### config.mk
export PLATFORM = sky130hd
export DESIGN_NAME = pong_game_ctl
export DESIGN_NICKNAME = d
export VERILOG_FILES = /design/src/rtl/pong_pkg.sv /design/src/rtl/pong_frame_timer.sv /design/src/rtl/pong_game_ctl.sv
export SDC_FILE = /design/constraint.sdc
export NUM_CORES = 1
export LEC_CHECK = 0
export BUFFER_PORTS_ARGS = -buffer_cell sky130_fd_sc_hd__buf_2
export CAP_MARGIN = 15
export CELL_PAD_IN_SITES_DETAIL_PLACEMENT = 0
export CELL_PAD_IN_SITES_GLOBAL_PLACEMENT = 1
export CORE_UTILIZATION = 47
export CTS_BUF_LIST = sky130_fd_sc_hd__clkbuf_8
export DETAILED_ROUTE_END_ITERATION = 6
export PLACE_DENSITY = 0.95
export SYNTH_ARGS = -nofsm -noshare
export SYNTH_HDL_FRONTEND = slang
export SYNTH_SLANG_ARGS = --single-unit
### constraint.sdc
create_clock -name clk -period 6.7 [get_ports clk]
set_clock_uncertainty 0.15 [all_clocks]
set_input_delay 1.005 -clock clk [delete_from_list [all_inputs] [get_ports clk]]
set_output_delay 1.005 -clock clk [all_outputs]
set_load 0.005 [all_outputs]
### src/rtl/pong_pkg.sv
// pong_pkg: shared definitions for the Pong game-flow sequencer.
//   - 3-bit state encodings, as seen by the overlay on state_out
//   - score width and default timing constants
//   - sat_inc: saturating score increment
package pong_pkg;

  localparam int unsigned STATE_W = 3;
  localparam int unsigned SCORE_W = 4;

  localparam logic [STATE_W-1:0] S_IDLE      = 3'd0;
  localparam logic [STATE_W-1:0] S_SERVE     = 3'd1;
  localparam logic [STATE_W-1:0] S_PLAY      = 3'd2;
  localparam logic [STATE_W-1:0] S_PAUSE     = 3'd3;
  localparam logic [STATE_W-1:0] S_POINT     = 3'd4;
  localparam logic [STATE_W-1:0] S_GAME_OVER = 3'd5;

  typedef enum logic [STATE_W-1:0] {
    IDLE      = S_IDLE,
    SERVE     = S_SERVE,
    PLAY      = S_PLAY,
    PAUSE     = S_PAUSE,
    POINT     = S_POINT,
    GAME_OVER = S_GAME_OVER
  } state_e;

  localparam int unsigned DEF_WIN_SCORE    = 9;
  localparam int unsigned DEF_SERVE_FRAMES = 60;
  localparam int unsigned DEF_POINT_FRAMES = 90;
  localparam int unsigned DEF_TIMER_W      = 8;

  // Scores stop at all-ones instead of wrapping back to zero.
  function automatic logic [SCORE_W-1:0] sat_inc(input logic [SCORE_W-1:0] s);
    return (s == '1) ? s : s + 1'b1;
  endfunction

endpackage

### src/rtl/pong_frame_timer.sv
// pong_frame_timer: frame-count down-timer used for the serve and point waits.
// Ports:
//   clk, rst     clock and synchronous active-high reset
//   load_i       load load_val_i (takes priority over counting)
//   load_val_i   value to load, N-1 for a wait of N frames
//   tick_i       one-cycle frame pulse; the count moves only on these
//   expire_o     combinational pulse: tick_i seen while the count is zero
module pong_frame_timer #(
  parameter int unsigned TIMER_W = 8
) (
  input  logic               clk,
  input  logic               rst,
  input  logic               load_i,
  input  logic [TIMER_W-1:0] load_val_i,
  input  logic               tick_i,
  output logic               expire_o
);

  logic [TIMER_W-1:0] count_q;
  logic [TIMER_W-1:0] count_d;

  // The tick that finds the count at zero is the last tick of the wait.
  assign expire_o = tick_i && (count_q == '0);

  always_comb begin
    count_d = count_q;
    if (load_i) begin
      count_d = load_val_i;
    end else if (tick_i && (count_q != '0)) begin
      count_d = count_q - 1'b1;
    end
  end

  always_ff @(posedge clk) begin
    if (rst) begin
      count_q <= '0;
    end else begin
      count_q <= count_d;
    end
  end

endmodule

### src/rtl/pong_game_ctl.sv
// pong_game_ctl: game-flow sequencer for the Pong datapath (pixel clock domain).
// Ports:
//   clk, rst               pixel clock, synchronous active-high reset
//   frame_tick             one-cycle pulse per frame
//   button, mouse_left     start/pause sources, already in the clk domain
//   miss_l, miss_r         one-cycle pulses: ball passed left/right paddle
//   ball_run               ball datapath may advance on frame_tick
//   ball_reset             one-cycle pulse: re-centre ball, load serve_dir
//   serve_dir              0 = serve left, 1 = serve right
//   score_l, score_r       binary player scores
//   game_over, winner      game finished / who won (1 = right)
//   state_out              current state encoding for the overlay
// All outputs are registered.
module pong_game_ctl
  import pong_pkg::*;
#(
  parameter int unsigned WIN_SCORE    = DEF_WIN_SCORE,
  parameter int unsigned SERVE_FRAMES = DEF_SERVE_FRAMES,
  parameter int unsigned POINT_FRAMES = DEF_POINT_FRAMES,
  parameter int unsigned TIMER_W      = DEF_TIMER_W
) (
  input  logic               clk,
  input  logic               rst,
  input  logic               frame_tick,
  input  logic               button,
  input  logic               mouse_left,
  input  logic               miss_l,
  input  logic               miss_r,
  output logic               ball_run,
  output logic               ball_reset,
  output logic               serve_dir,
  output logic [SCORE_W-1:0] score_l,
  output logic [SCORE_W-1:0] score_r,
  output logic               game_over,
  output logic               winner,
  output logic [STATE_W-1:0] state_out
);

  localparam logic [SCORE_W-1:0] WIN_VAL    = SCORE_W'(WIN_SCORE);
  localparam logic [TIMER_W-1:0] SERVE_LOAD = TIMER_W'(SERVE_FRAMES - 1);
  localparam logic [TIMER_W-1:0] POINT_LOAD = TIMER_W'(POINT_FRAMES - 1);

  state_e             state_q, state_d;
  logic               start_src_q;
  logic               ball_run_q, ball_run_d;
  logic               ball_reset_q, ball_reset_d;
  logic               serve_dir_q, serve_dir_d;
  logic [SCORE_W-1:0] score_l_q, score_l_d;
  logic [SCORE_W-1:0] score_r_q, score_r_d;
  logic               game_over_q, game_over_d;
  logic               winner_q, winner_d;

  logic               start;
  logic               tmr_load;
  logic [TIMER_W-1:0] tmr_val;
  logic               tmr_expire;
  logic [SCORE_W-1:0] inc_l;
  logic [SCORE_W-1:0] inc_r;

  // Either source starts/pauses; only the rising edge counts, so a held
  // button gives exactly one toggle.
  assign start = (button || mouse_left) && !start_src_q;

  // Incremented scores feed both the score registers and the win check,
  // so the game-over decision never sees a stale score.
  assign inc_l = sat_inc(score_l_q);
  assign inc_r = sat_inc(score_r_q);

  pong_frame_timer #(
    .TIMER_W (TIMER_W)
  ) u_timer (
    .clk        (clk),
    .rst        (rst),
    .load_i     (tmr_load),
    .load_val_i (tmr_val),
    .tick_i     (frame_tick),
    .expire_o   (tmr_expire)
  );

  always_comb begin
    state_d      = state_q;
    score_l_d    = score_l_q;
    score_r_d    = score_r_q;
    serve_dir_d  = serve_dir_q;
    winner_d     = winner_q;
    ball_reset_d = 1'b0;
    tmr_load     = 1'b0;
    tmr_val      = SERVE_LOAD;

    case (state_q)
      IDLE, GAME_OVER: begin
        if (start) begin
          score_l_d    = '0;
          score_r_d    = '0;
          winner_d     = 1'b0;
          serve_dir_d  = 1'b1;
          ball_reset_d = 1'b1;
          tmr_load     = 1'b1;
          tmr_val      = SERVE_LOAD;
          state_d      = SERVE;
        end
      end
      SERVE: begin
        if (tmr_expire) begin
          state_d = PLAY;
        end
      end
      PLAY: begin
        // A miss outranks start in the same cycle.
        if (miss_l && miss_r) begin
          tmr_load = 1'b1;
          tmr_val  = POINT_LOAD;
          state_d  = POINT;
        end else if (miss_l) begin
          score_r_d = inc_r;
          if (inc_r == WIN_VAL) begin
            winner_d = 1'b1;
            state_d  = GAME_OVER;
          end else begin
            serve_dir_d = 1'b0;
            tmr_load    = 1'b1;
            tmr_val     = POINT_LOAD;
            state_d     = POINT;
          end
        end else if (miss_r) begin
          score_l_d = inc_l;
          if (inc_l == WIN_VAL) begin
            winner_d = 1'b0;
            state_d  = GAME_OVER;
          end else begin
            serve_dir_d = 1'b1;
            tmr_load    = 1'b1;
            tmr_val     = POINT_LOAD;
            state_d     = POINT;
          end
        end else if (start) begin
          state_d = PAUSE;
        end
      end
      PAUSE: begin
        if (start) begin
          state_d = PLAY;
        end
      end
      POINT: begin
        if (tmr_expire) begin
          ball_reset_d = 1'b1;
          tmr_load     = 1'b1;
          tmr_val      = SERVE_LOAD;
          state_d      = SERVE;
        end
      end
      default: begin
        state_d = IDLE;
      end
    endcase

    // Decoded from the next state so ball_run falls in the very cycle the
    // state leaves PLAY, blocking any advance on the following frame_tick.
    ball_run_d  = (state_d == PLAY);
    game_over_d = (state_d == GAME_OVER);
  end

  always_ff @(posedge clk) begin
    if (rst) begin
      state_q      <= IDLE;
      start_src_q  <= 1'b0;
      ball_run_q   <= 1'b0;
      ball_reset_q <= 1'b0;
      serve_dir_q  <= 1'b0;
      score_l_q    <= '0;
      score_r_q    <= '0;
      game_over_q  <= 1'b0;
      winner_q     <= 1'b0;
    end else begin
      state_q      <= state_d;
      start_src_q  <= button || mouse_left;
      ball_run_q   <= ball_run_d;
      ball_reset_q <= ball_reset_d;
      serve_dir_q  <= serve_dir_d;
      score_l_q    <= score_l_d;
      score_r_q    <= score_r_d;
      game_over_q  <= game_over_d;
      winner_q     <= winner_d;
    end
  end

  assign ball_run   = ball_run_q;
  assign ball_reset = ball_reset_q;
  assign serve_dir  = serve_dir_q;
  assign score_l    = score_l_q;
  assign score_r    = score_r_q;
  assign game_over  = game_over_q;
  assign winner     = winner_q;
  assign state_out  = state_q;

endmodule

### After elaboration in Yosys (flattened, before gate mapping)

Index checks and enable logic that the tools add are counted.

| word-level totals | value |
|---|---|
| register bits | 25 |

| operators by class | value |
|---|---|
| add/sub/neg operators | 3 |
| equality and inequality tests | 21 |
| mux-type cells | 52 |
| reductions and logical operators | 16 |

Operators by type and width:

| operator | count |
|---|---|
| 2-to-1 mux 8 bit | 5 |
| 2-to-1 mux 4 bit | 8 |
| 2-to-1 mux 3 bit | 8 |
| 2-to-1 mux 1 bit | 21 |
| 2-to-1 mux 7 bit | 3 |
| == test 4 bit (second input constant) | 4 |
| case mux 4 bit (2 select lines) | 2 |
| inequality test 3 bit (second input constant) | 5 |
| case mux 3 bit (5 select lines) | 1 |
| AND reduction 6 bit | 2 |
| inequality test 2 bit (second input constant) | 5 |
| == test 3 x 2 -> 1 bit (second input constant) | 3 |
| == test 3 bit (second input constant) | 3 |
| adder 4 x 1 -> 4 bit (second input constant) | 2 |
| logical NOT 8 bit | 1 |
| nonzero test 8 bit | 1 |
| subtractor 8 x 1 -> 8 bit (second input constant) | 1 |
| case mux 1 bit (2 select lines) | 3 |
| AND reduction 5 bit | 1 |
| logical AND 1 bit | 4 |
| AND reduction 4 bit | 1 |
| nonzero test 2 bit | 2 |
| == test 3 x 1 -> 1 bit (second input constant) | 1 |
| logical NOT 3 bit | 1 |
| other kinds (4) | 4 |

### Depth between registers and ports, before layout

| depth | value |
|---|---|
| depth after elaboration | 9 |
| mapped depth | 7 |
| mapped depth without buffers | 7 |

### Modules after synthesis

A second synthesis with hierarchy kept.

| unflattened totals | value |
|---|---|
| cell total of the unflattened synthesis | 194 |
| area total of the unflattened synthesis | 1600.3 um^2 |

Modules (own cells, without submodules):

| module | instances | cells an instance | area an instance (um^2) |
|---|---|---|---|
| pong_game_ctl | 1 | 130 | 1076.0 |
| pong_frame_timer | 1 | 64 | 524.3 |

### Worst setup path after synthesis

Ideal clock, no wire load.

| path | value |
|---|---|
| kind | input -> register |
| start point | input port frame_tick |
| end point | register ball_run_q (netlist: ball_run) |
| setup time | 0.087 ns |
| arrival time | 2.254 ns |
| path slack | 4.209 ns |
| stages | 5 |
| buffers on the path | 0 |
| cells stage by stage | nor3b_1 -> and3_4 -> mux2_4 -> a221oi_2 -> nor4b_4 |

| between the ends | value |
|---|---|
| cells in the longest elaborated chain, start to end | 4 |

RTL lines:

| element | RTL line | text |
|---|---|---|
| start, declared | pong_game_ctl.sv:24 | `input logic frame_tick,` |
| logical AND 1 bit (*) | pong_frame_timer.sv:23 | `assign expire_o = tick_i && (count_q == '0);` |
| 2-to-1 mux 3 bit (on tied branches) | pong_game_ctl.sv:146, pong_game_ctl.sv:104 |  |
| case mux 3 bit (5 select lines) (*) | pong_game_ctl.sv:90 | `case (state_q)` |
| == test 3 x 2 -> 1 bit (*) | pong_game_ctl.sv:160 | `ball_run_d = (state_d == PLAY);` |
| end signal, assigned | pong_game_ctl.sv:178 | `ball_run_q <= ball_run_d;` |
| end, declared | pong_game_ctl.sv:45 | `logic ball_run_q, ball_run_d;` |

Mark *: on every way between the ends. The rest lies on a longest branch, timed or not.
A chain may end at the register's enable or synchronous reset.

### Worst setup path in the final report

Ends and elaborated chain as after synthesis.

==> out/qor.yml <==
status: "complete, no violations"
rows: 20
start_kind: "primary input"
post-place-cells: 249
hpwl_mm: 2.47
root_buffer: "clkbuf_8"
drc: 0
synth_edf_count: 0
grt_start_max_net_pins: 22
cts-buffers-inserted: 3
syn_nets: 203
hold_viol: 0
utilization: 0.564
yosysWarnings: 0
timing.final.ws_setup_ps: 4190
grt_usage: 0.215
diodes: 0
slew_violations: 0
synth_top_area_frac: 0.316
max_freq_mhz: 399
gr-total-overflow: 0
ys_seq_area_frac: 0.316
syn_to_final_growth_pct: 11.2
drt_wl_total_mm: 3.39
cap_violations: 0
hp-class: "reg2reg"
setup_violations: 0
crit_fanout: 6
post_cts_resized: 0
dpl_cell_area_um2: 1720
first_pass_iters: 5
period_share: 0.374
clock_latency_ps: 270
synth_cell_type_count: 51
netlist_area_um2: 1590
pin_count: 23
pre_cts_ws_ps: 3910
cts-hold-fix-buffers: 0
cts_tree: "yes"
synth_async_sr_flop_share: 0
vias: 1431
syn_avg_cell_area_um2: 8.34
cp-end-kind: "flop"
combPwrFrac: 0.280
drive_gt1_frac: 0.230
yosys-top-cells-area: "dfxtp_1 32%, a21oi_1 5.7%, ha_1 4.7%"
slowest_delay_ps: 360
post_cts.repair.setup_buffers: 0
worst_slew_pin_slew_ps: 617
antenna_found_initial: 0
start_util: 0.507
leakage_nw: 0.727
pwr-share-seq: 0.481
wl_per_cell_um: 13.4
cpMaxStageDelayCell: "a221oi_2"
place_congestion: 0.837
setup_tns_ps: 0
power_density_nw_per_um2: 206
path_class: "in2reg"
clockBufferDepth: 2
clock_sinks: 25
grt_pass1_vias: 1276
fin_area_um2: 1760
layout.cells.most_common_list: "25 x dfxtp_1, 22 x buf_2, 18 x nor2_1, 18 x a21oi_1, 11 x inv_1"
clock_power_share: 0.239
fin_nets: 223
yosysTopAreaCell: "dfxtp_1"
rsz0062_at_grt: "no"
cp.arrival_ps: 2550
io_buffers: 22
clkTransAtPathRegs_ps: 80
syn_inst: 190
p_sw_frac: 0.321
n_fill_cell: 312
layout_commonest_cell: "dfxtp_1"
required_ps: 6740
p_switching_mw: 0.117
design.die.area_um2: 3610
synthFlopType: "dfxtp_1"
grt_pass1_wl_mm: 5.72
die_w_um: 60.1
peakVddDrop_mv: 0.0975
h-tree-depth: 1
vias_per_cell: 5.66
internal_power_mw: 0.246
core_um2: 3130
ys_ff_latch: 25
relSlewSlack: 0.588
fp.dieH_um: 60.1
cp_cell_sequence: "buf_2 -> nor3b_1 -> and3_4 -> mux2_4 -> a221oi_2 -> nor4b_4"
period_needed_ps: 2510
fin_cells: 253
dr.first_iter.drc_count: 42
ant_nets: 0
-- layout make-up --
class,count,area (µm²),area share
Multi-Input combinational cell,148,1010,0.576
Clock inverter,1,3.75,0.00213
Timing Repair Buffer,22,110,0.0625
Clock buffer,3,41.3,0.0234
Tap cell,44,55.1,0.0312
Inverter,10,37.5,0.0213
Sequential cell,25,500,0.284
-- per-layer routing --
| metal | part of all wire | vias up | GRT usage |
|---|---|---|---|
| met5 | 0 | - | 0 |
| li1 | - | 728 | - |
| met2 | 0.47 | 23 | 0.343 |
| met1 | 0.49 | 676 | 0.279 |
| met4 | 0.014 | 0 | 0.0797 |
| met3 | 0.030 | 4 | 0.0519 |
-- worst max-delay path, delay by kind of cell --
| kind | cells | cell delay (ps) |
|---|---|---|
| AND/OR/NAND/NOR | 3 | 750 |
| AO/OA/AOI/OAI | 1 | 360 |
| multiplexers | 1 | 300 |
| buffers and inverters | 1 | 130 |
-- cell usage after synthesis (5+ instances only) --
| library cell | instances |
|---|---|
| nor2_1 | 18 |
| dfxtp_1 | 25 |
| inv_1 | 10 |
| a21oi_1 | 18 |
| a21o_1 | 5 |
| ha_1 | 6 |
| nand3_1 | 9 |
| nor3_1 | 10 |
| o21ai_0 | 10 |
| nand3b_1 | 5 |
| nand2_1 | 10 |
-- state kept, by name, summed over array words and instances, names as in the netlist --
register         cells
score_l              4
start_src_q          1
ball_run             1
state_out            3
game_over            1
ball_reset           1
winner               1
u_timer.count_q      8
score_r              4
serve_dir            1
-- final timing paths --
path | to | slack, ps | startpoint | cells past startpoint
worst min-delay path | serve_dir | 310 | serve_dir | 2
worst max-delay path | ball_run | 4190 | frame_tick | 6
worst min register to register | serve_dir | 310 | serve_dir | 2
worst max register to register | ball_run | 4260 | u_timer.count_q[0] | 7
-- power by group through the flow --
stage | Clock [mW] | Combinational (mW) | Sequential [mW]
floorplan | 0 | 0.0818 | 0.173
CTS | 0.0899 | 0.102 | 0.174
detailed placement | 0 | 0.102 | 0.178
global route | 0.0952 | 0.116 | 0.177
finish | 0.0866 | 0.102 | 0.175
global placement | 0 | 0.0982 | 0.177
-- logic make-up (layout without fill, tap and decap cells) --
family | after synthesis | in the layout | synth area share
AO/OA/AOI/OAI | 55 | 55 | 0.249
XOR/XNOR | 1 | 1 | 0.00553
adder cells (fa/ha/maj) | 6 | 6 | 0.0474
buffers and inverters | 17 | 36 | 0.0442
flip-flops | 25 | 25 | 0.316
multiplexers | 6 | 6 | 0.0450
AND/OR/NAND/NOR | 80 | 80 | 0.294
-- stage by stage --
| stage | hold WS [ps] | power, mW |
|---|---|---|
| floorplan | 311 | 0.255 |
| global placement | 304 | 0.275 |
| detailed placement | 305 | 0.279 |
| CTS | 318 | 0.366 |
| global route | 350 | 0.388 |
| finish | 314 | 0.363 |
(Power assumes the default switching activity.)
